<file path="config.mk">
export PLATFORM = sky130hd
export DESIGN_NAME = compl_serial_decoder_flat
export DESIGN_NICKNAME = d
export VERILOG_FILES = /design/src/rtl/compl_pkg.sv /design/src/rtl/compl_serial_decoder_if.sv /design/src/rtl/compl_bit_slice.sv /design/src/rtl/compl_serial_decoder.sv /design/src/flat_wrapper.sv
export SDC_FILE = /design/constraint.sdc
export NUM_CORES = 1
export LEC_CHECK = 0
export ABC_AREA = 0
export BUFFER_PORTS_ARGS = -buffer_cell sky130_fd_sc_hd__buf_2
export CAP_MARGIN = 20
export CORE_MARGIN = 2
export CORE_UTILIZATION = 54
export CTS_CLUSTER_DIAMETER = 40
export DETAILED_ROUTE_END_ITERATION = 7
export PLACE_DENSITY_LB_ADDON = 0.05
export SYNTH_ARGS = -nofsm -noshare
export SYNTH_HDL_FRONTEND = slang
export SYNTH_SLANG_ARGS = --single-unit
</file>
<file path="constraint.sdc">
create_clock -name clk -period 3 [get_ports clk]
set_clock_uncertainty 0.2 [all_clocks]
set_input_delay 0.45 -clock clk [delete_from_list [all_inputs] [get_ports clk]]
set_output_delay 0.45 -clock clk [all_outputs]
set_load 0.02 [all_outputs]
</file>
<file path="src/rtl/compl_pkg.sv">
// Shared definitions for the bit-serial complement decoder: FSM state encoding
// and coding-mode constants (mode bit matches the compl1 cp1 input).
package compl_pkg;

  typedef enum logic [1:0] {
    ST_IDLE  = 2'd0,
    ST_SHIFT = 2'd1,
    ST_DONE  = 2'd2
  } state_t;

  localparam logic CP2 = 1'b0;
  localparam logic CP1 = 1'b1;

endpackage

</file>
<file path="src/rtl/compl_serial_decoder_if.sv">
// Handshake bundle for compl_serial_decoder: word-in and result-out channels.
// COMPL_FLAGS_EN adds the negative-zero / most-negative flag signals.
interface compl_serial_decoder_if #(
  parameter int N = 4
);
  logic         in_valid;
  logic         in_ready;
  logic [N-1:0] in_data;
  logic         in_cp1;
  logic         out_valid;
  logic         out_ready;
  logic         out_sign;
  logic [N-1:0] out_mag;
`ifdef COMPL_FLAGS_EN
  logic         out_negzero;
  logic         out_minneg;

  modport master (
    output in_valid, in_data, in_cp1, out_ready,
    input  in_ready, out_valid, out_sign, out_mag, out_negzero, out_minneg
  );

  modport slave (
    input  in_valid, in_data, in_cp1, out_ready,
    output in_ready, out_valid, out_sign, out_mag, out_negzero, out_minneg
  );
`else
  modport master (
    output in_valid, in_data, in_cp1, out_ready,
    input  in_ready, out_valid, out_sign, out_mag
  );

  modport slave (
    input  in_valid, in_data, in_cp1, out_ready,
    output in_ready, out_valid, out_sign, out_mag
  );
`endif
endinterface

</file>
<file path="src/rtl/compl_bit_slice.sv">
// One serial decode step: maps a coded bit (LSB first) to its magnitude bit.
// Two's complement negation copies bits up to the first 1, then inverts.
module compl_bit_slice
  import compl_pkg::*;
(
  input  logic i_b,
  input  logic i_sign,
  input  logic i_mode,
  input  logic i_seen_one,
  output logic o_obit,
  output logic o_seen_one_next
);

  always_comb begin
    o_obit = i_b;
    if (i_sign) begin
      if (i_mode == CP1) begin
        o_obit = ~i_b;
      end else if (i_seen_one) begin
        o_obit = ~i_b;
      end
    end
  end

  assign o_seen_one_next = i_seen_one | i_b;

endmodule

</file>
<file path="src/rtl/compl_serial_decoder.sv">
// Bit-serial one's/two's complement to sign+magnitude decoder, one word in flight.
// Optional COMPL_FLAGS_EN adds registered negative-zero / most-negative flags.
module compl_serial_decoder
  import compl_pkg::*;
#(
  parameter int N = 4
) (
  input  logic                  clk,
  input  logic                  reset,
  compl_serial_decoder_if.slave bus
);

  localparam int CNT_W = (N > 1) ? $clog2(N) : 1;

  state_t           r_state;
  state_t           w_state_next;
  logic [N-1:0]     r_sr;
  logic             r_sign;
  logic             r_mode;
  logic             r_seen_one;
  logic [CNT_W-1:0] r_cnt;
  logic [N-1:0]     r_mag;
  logic             w_accept;
  logic             w_last;
  logic             w_obit;
  logic             w_seen_one_next;

  assign bus.in_ready  = (r_state == ST_IDLE);
  assign bus.out_valid = (r_state == ST_DONE);
  assign bus.out_sign  = r_sign;
  assign bus.out_mag   = r_mag;

  assign w_accept = bus.in_valid && (r_state == ST_IDLE);
  assign w_last   = (r_cnt == CNT_W'(N - 1));

  compl_bit_slice u_slice (
    .i_b             (r_sr[0]),
    .i_sign          (r_sign),
    .i_mode          (r_mode),
    .i_seen_one      (r_seen_one),
    .o_obit          (w_obit),
    .o_seen_one_next (w_seen_one_next)
  );

  always_ff @(posedge clk or posedge reset) begin
    if (reset) begin
      r_state <= ST_IDLE;
    end else begin
      r_state <= w_state_next;
    end
  end

  always_comb begin
    w_state_next = r_state;
    case (r_state)
      ST_IDLE:  if (w_accept)      w_state_next = ST_SHIFT;
      ST_SHIFT: if (w_last)        w_state_next = ST_DONE;
      ST_DONE:  if (bus.out_ready) w_state_next = ST_IDLE;
      default:                     w_state_next = ST_IDLE;
    endcase
  end

  // Magnitude fills from the top so the LSB-first stream lands in place after N shifts.
  always_ff @(posedge clk or posedge reset) begin
    if (reset) begin
      r_sr       <= '0;
      r_sign     <= 1'b0;
      r_mode     <= 1'b0;
      r_seen_one <= 1'b0;
      r_cnt      <= '0;
      r_mag      <= '0;
    end else begin
      case (r_state)
        ST_IDLE: begin
          if (w_accept) begin
            r_sr       <= bus.in_data;
            r_sign     <= bus.in_data[N-1];
            r_mode     <= bus.in_cp1;
            r_seen_one <= 1'b0;
            r_cnt      <= '0;
            r_mag      <= '0;
          end
        end
        ST_SHIFT: begin
          r_mag      <= {w_obit, r_mag[N-1:1]};
          r_sr       <= r_sr >> 1;
          r_seen_one <= w_seen_one_next;
          r_cnt      <= r_cnt + CNT_W'(1);
        end
        default: ;
      endcase
    end
  end

`ifdef COMPL_FLAGS_EN
  logic r_negzero;
  logic r_minneg;

  assign bus.out_negzero = r_negzero;
  assign bus.out_minneg  = r_minneg;

  // Flags are judged on the raw word at accept time and dropped once the result is taken.
  always_ff @(posedge clk or posedge reset) begin
    if (reset) begin
      r_negzero <= 1'b0;
      r_minneg  <= 1'b0;
    end else if (w_accept) begin
      r_negzero <= (bus.in_cp1 == CP1) && bus.in_data[N-1] && (&bus.in_data);
      r_minneg  <= (bus.in_cp1 == CP2) && bus.in_data[N-1] && (bus.in_data[N-2:0] == '0);
    end else if ((r_state == ST_DONE) && bus.out_ready) begin
      r_negzero <= 1'b0;
      r_minneg  <= 1'b0;
    end
  end
`endif

endmodule

</file>
<file path="src/flat_wrapper.sv">
// flat-port wrapper written by rule: the top's interface ports become plain ports
module compl_serial_decoder_flat import compl_pkg::*;
#(
  parameter int N = 4
)
  (clk, reset, bus_in_valid, bus_in_data, bus_in_cp1, bus_out_ready, bus_in_ready, bus_out_valid, bus_out_sign, bus_out_mag);
  compl_serial_decoder_if #(.N(N)) bus_i ();
  input  logic clk;
  input  logic reset;
  input wire logic [$bits(bus_i.in_valid)-1:0] bus_in_valid;
  input wire logic [$bits(bus_i.in_data)-1:0] bus_in_data;
  input wire logic [$bits(bus_i.in_cp1)-1:0] bus_in_cp1;
  input wire logic [$bits(bus_i.out_ready)-1:0] bus_out_ready;
  output wire logic [$bits(bus_i.in_ready)-1:0] bus_in_ready;
  output wire logic [$bits(bus_i.out_valid)-1:0] bus_out_valid;
  output wire logic [$bits(bus_i.out_sign)-1:0] bus_out_sign;
  output wire logic [$bits(bus_i.out_mag)-1:0] bus_out_mag;
  assign bus_i.in_valid = bus_in_valid;
  assign bus_i.in_data = bus_in_data;
  assign bus_i.in_cp1 = bus_in_cp1;
  assign bus_i.out_ready = bus_out_ready;
  assign bus_in_ready = bus_i.in_ready;
  assign bus_out_valid = bus_i.out_valid;
  assign bus_out_sign = bus_i.out_sign;
  assign bus_out_mag = bus_i.out_mag;
  compl_serial_decoder #(.N(N)) u_core (.clk(clk), .reset(reset), .bus(bus_i));
endmodule
</file>
==> reports/results.md <==
* 11 — critical path fanouts, max
* 91 — placed instance count
* 0.09 ns — Clk pin slew, worst setup/hold paths
* 532.8 MHz — Fmax achieved
* 0.5142 mV — worst supply voltage drop on vdd
* 0.6108 ns — pin slew with the least headroom to its limit
* u_core.r_state[0] — startpoint of the lowest-slack register-to-register path
* sky130_fd_sc_hd__dfrtp_1 53%, sky130_fd_sc_hd__a22o_1 7.4%, sky130_fd_sc_hd__o21ai_0 4.2% — top cells by area, synth
* 454 — via count of the first global-routing pass
* 15 — total of buffers placed on input and output ports
* 0.4095 — switching share of power
* 95 — Final Instance Count excl. Fillers
* 0.29 ns — clock latency of the later-clocked register in the worst-skew pair
* 16 — Top Ports
* 506.5 uW — Cell Int Power
* 5.579 — Avg Vias per Cell
* 2.104 mm — global-route wire length before repair
* 0 — number of max-slew violations in the final report
* 1.877 ns — time the worst path needs with I/O delays and setup
* 0.7574 — RD Place Congestion
* 16 — maximum number of pins on one net before global-route repair
* 0 — Diodes inserted
* 15 — first-iteration detailed-routing DRC count
* 0.5254 — share of the synthesized area in the top cell type
* 714.4 um2 — Synth Cell Area
* reg -> out — Crit Path Class
* 0.5254 — share of the yosys chip area belonging to registers
* 40.38 um — Die X-Extent
* 0.2102 — GRT Overall Usage
* 0.5631 — effective utilization at floorplan
* output port — capturing element type of the critical path
* flip-flop — Worst Setup Start Kind
* 2.35 ns — worst endpoint required time
* negative hold slack — failing checks
* u_core.r_sr[1] — Reg2Reg Capture Point
* 0 — warnings from Yosys
* 0.2875 — fraction of layout cells with a size suffix above 1
* 0 — Max Cap Viol
* 15 — Final Hold Violating Endpoints
* 11.16 um2 — mean post-synth cell area
* 0 — CTS resizes
* 3 — depth of the worst register-to-register path
* 40.38 um — die height
* 787.0 um2 — instance area after placement
* 59 um — met3 WL post-DR
* in -> async — type of the tightest min-delay check
* 0 — total grt overflow
* 973.1 um — HPWL Detailed
* 0 — drt drc
* 75 — Net Count, Synth
* 15 — Synth Register Bits
* 1269 um2 — core region area
* no — unrepaired setup endpoints after global routing
* -0.008695 ns — worst hold slack after final layout
* 0.6256 — fraction of the cycle the final worst path needs
* 14.01% — area growth from synthesis to layout
* met4 — Highest Signal Layer
* 1.23 ns — worst endpoint data arrival time
* 0.413 — portion of total power attributed to combinational logic
* 22 — distinct cell type count of the synthesized netlist
* 0 — post-CTS setup-driven buffer insertion count
* 0.4141 nW — LEAKAGE
* 351.2 uW — switching pwr
* 14.51 um — Routed WL per cell
* u_core.r_state[1] — startpoint of the most critical setup path
* 13 — total number of placement rows
* 1.378 mm — Routed WL
* 0 — final antenna-violating net count
* 1 — htree depth
* 530 — via count of the routed design
* 0 — Final setup violation count
* 0.139 — power share of the clock group
* 606 um — met2 WL post-DR
* 3 — number of buffers created by CTS
* 2 — Longest Clk Path Bufs
* 814.5 um2 — post-route design area
* 15 — number of clock sinks
* sky130_fd_sc_hd__clkbuf_4 — master cell of the clock root buffer
* 0 — hold-fix buffers at CTS
* 687 um — routed length on met1
* 1053 nW/um2 — Cell Pwr Density
* 0.5920 — max-slew headroom at the worst pin
* 4 — detailed-routing iteration count for the pre-antenna-repair pass
* 92 — total number of nets in the final design
* 0 — antenna violations before repair
* 1.30 ns — setup slack of the worst register-to-register path
* 0.447 — Seq pwr share
* 64 — Cells after Synth
* 1630 um2 — die footprint
* 857.6 uW — total chip power
* 0 ns — total negative setup slack
* done — TritonCTS clock tree
* sky130_fd_sc_hd__dfrtp_1 — Yosys top cell by area
* finished with violations — status
* 0.6420 — post-route core utilization
==> worst max-delay path: stages (launching register included) <==
cell and delay, ns:
sky130_fd_sc_hd__dfrtp_1 0.54, sky130_fd_sc_hd__nor2b_1 0.21, sky130_fd_sc_hd__buf_2 0.19
==> synth_stat cells <==
cell and instances:
sky130_fd_sc_hd__dfrtp_1 15, sky130_fd_sc_hd__a22o_1 6, sky130_fd_sc_hd__o21ai_0 6, sky130_fd_sc_hd__inv_1 5
sky130_fd_sc_hd__a21oi_1 3, sky130_fd_sc_hd__a22oi_1 3, sky130_fd_sc_hd__and2b_1 3, sky130_fd_sc_hd__nand2_1 3
sky130_fd_sc_hd__buf_2 2, sky130_fd_sc_hd__ha_1 2, sky130_fd_sc_hd__mux2_2 2, sky130_fd_sc_hd__nand3b_1 2
sky130_fd_sc_hd__nor2_1 2, sky130_fd_sc_hd__nor2b_1 2, sky130_fd_sc_hd__a2bb2oi_1 1, sky130_fd_sc_hd__and2b_2 1
sky130_fd_sc_hd__buf_6 1, sky130_fd_sc_hd__mux2i_1 1, sky130_fd_sc_hd__nand2b_1 1, sky130_fd_sc_hd__nor2b_4 1
sky130_fd_sc_hd__o211ai_1 1, sky130_fd_sc_hd__o21bai_1 1
==> cells in the final DEF (no fill, tap or decap), types with 2 or more instances in the layout <==
master                     count
sky130_fd_sc_hd__inv_1         5
sky130_fd_sc_hd__a21oi_1       3
sky130_fd_sc_hd__buf_2        15
sky130_fd_sc_hd__mux2_2        2
sky130_fd_sc_hd__a22oi_1       3
sky130_fd_sc_hd__clkbuf_4      3
sky130_fd_sc_hd__and2b_1       3
sky130_fd_sc_hd__a22o_1        6
sky130_fd_sc_hd__o21ai_0       6
sky130_fd_sc_hd__nor2_1        2
sky130_fd_sc_hd__nor2b_1       2
sky130_fd_sc_hd__dfrtp_1      15
sky130_fd_sc_hd__nand2_1       3
sky130_fd_sc_hd__nand3b_1      2
sky130_fd_sc_hd__ha_1          2
==> cell families after synthesis <==
group	after synthesis	synth area share
AOI/OAI and AO/OA	21	0.2014
and+or+nand+nor	15	0.1366
muxes	3	0.04553
adders and majority gates	2	0.03502
DFF	15	0.5254
buffers and inverters	8	0.05604
==> power groups by stage <==
stage / Combinational, mW / Clock, mW / Sequential, mW
3_5_place_dp: 0.356 / 0 / 0.386
2_1_floorplan: 0.279 / 0 / 0.375
3_3_place_gp: 0.349 / 0 / 0.380
6_report: 0.355 / 0.119 / 0.384
5_1_grt: 0.394 / 0.134 / 0.397
4_1_cts: 0.359 / 0.120 / 0.381
==> per-stage QoR <==
| stage | setup WS, ns | hold WS [ns] |
|---|---|---|
| 6_report | 1.123 | -0.008695 |
| 4_1_cts | 1.136 | 0.01621 |
| 2_1_floorplan | 1.492 | 0.1515 |
| 3_3_place_gp | 1.369 | 0.2836 |
| 3_5_place_dp | 1.332 | 0.2870 |
| 5_1_grt | 1.007 | 0.03686 |
==> per-layer routing <==
metal	GRT usage	up-vias
met2	0.3016	13
li1	-	258
met3	0.08333	5
met1	0.2724	254
met4	0.1000	0
met5	0	-
==> registers in the layout, indices dropped and copies added, names as in the netlist <==
register and cells:
u_core.bus.out_sign 1, u_core.r_seen_one 1, u_core.r_mode 1, u_core.bus.out_mag 4
u_core.r_state 2, u_core.r_sr 4, u_core.r_cnt 2
==> how the worst max path moves through the flow <==
| stage | endpoint | slack (ns) | cells past startpoint |
|---|---|---|---|
| 3_3_place_gp | u_core.r_mode | 1.37 | 4 |
| 6_report | bus_out_valid | 1.12 | 2 |
| 2_1_floorplan | bus_out_valid | 1.49 | 2 |
| 4_1_cts | bus_out_valid | 1.14 | 2 |
| 3_5_place_dp | u_core.r_sr[1] | 1.33 | 3 |
| 5_1_grt | bus_out_valid | 1.01 | 2 |
==> layout make-up <==
cell class,instances,area (um2)
clock inverter,1,5.005
sequential,15,375.4
timing repair buffer,15,75.07
clock buffer,3,22.52
tap,15,18.77
inverter,5,18.77
multi-input combinational,41,299.0
fill,111,454.2
Note: power is estimated with default switching activity, not from simulation.
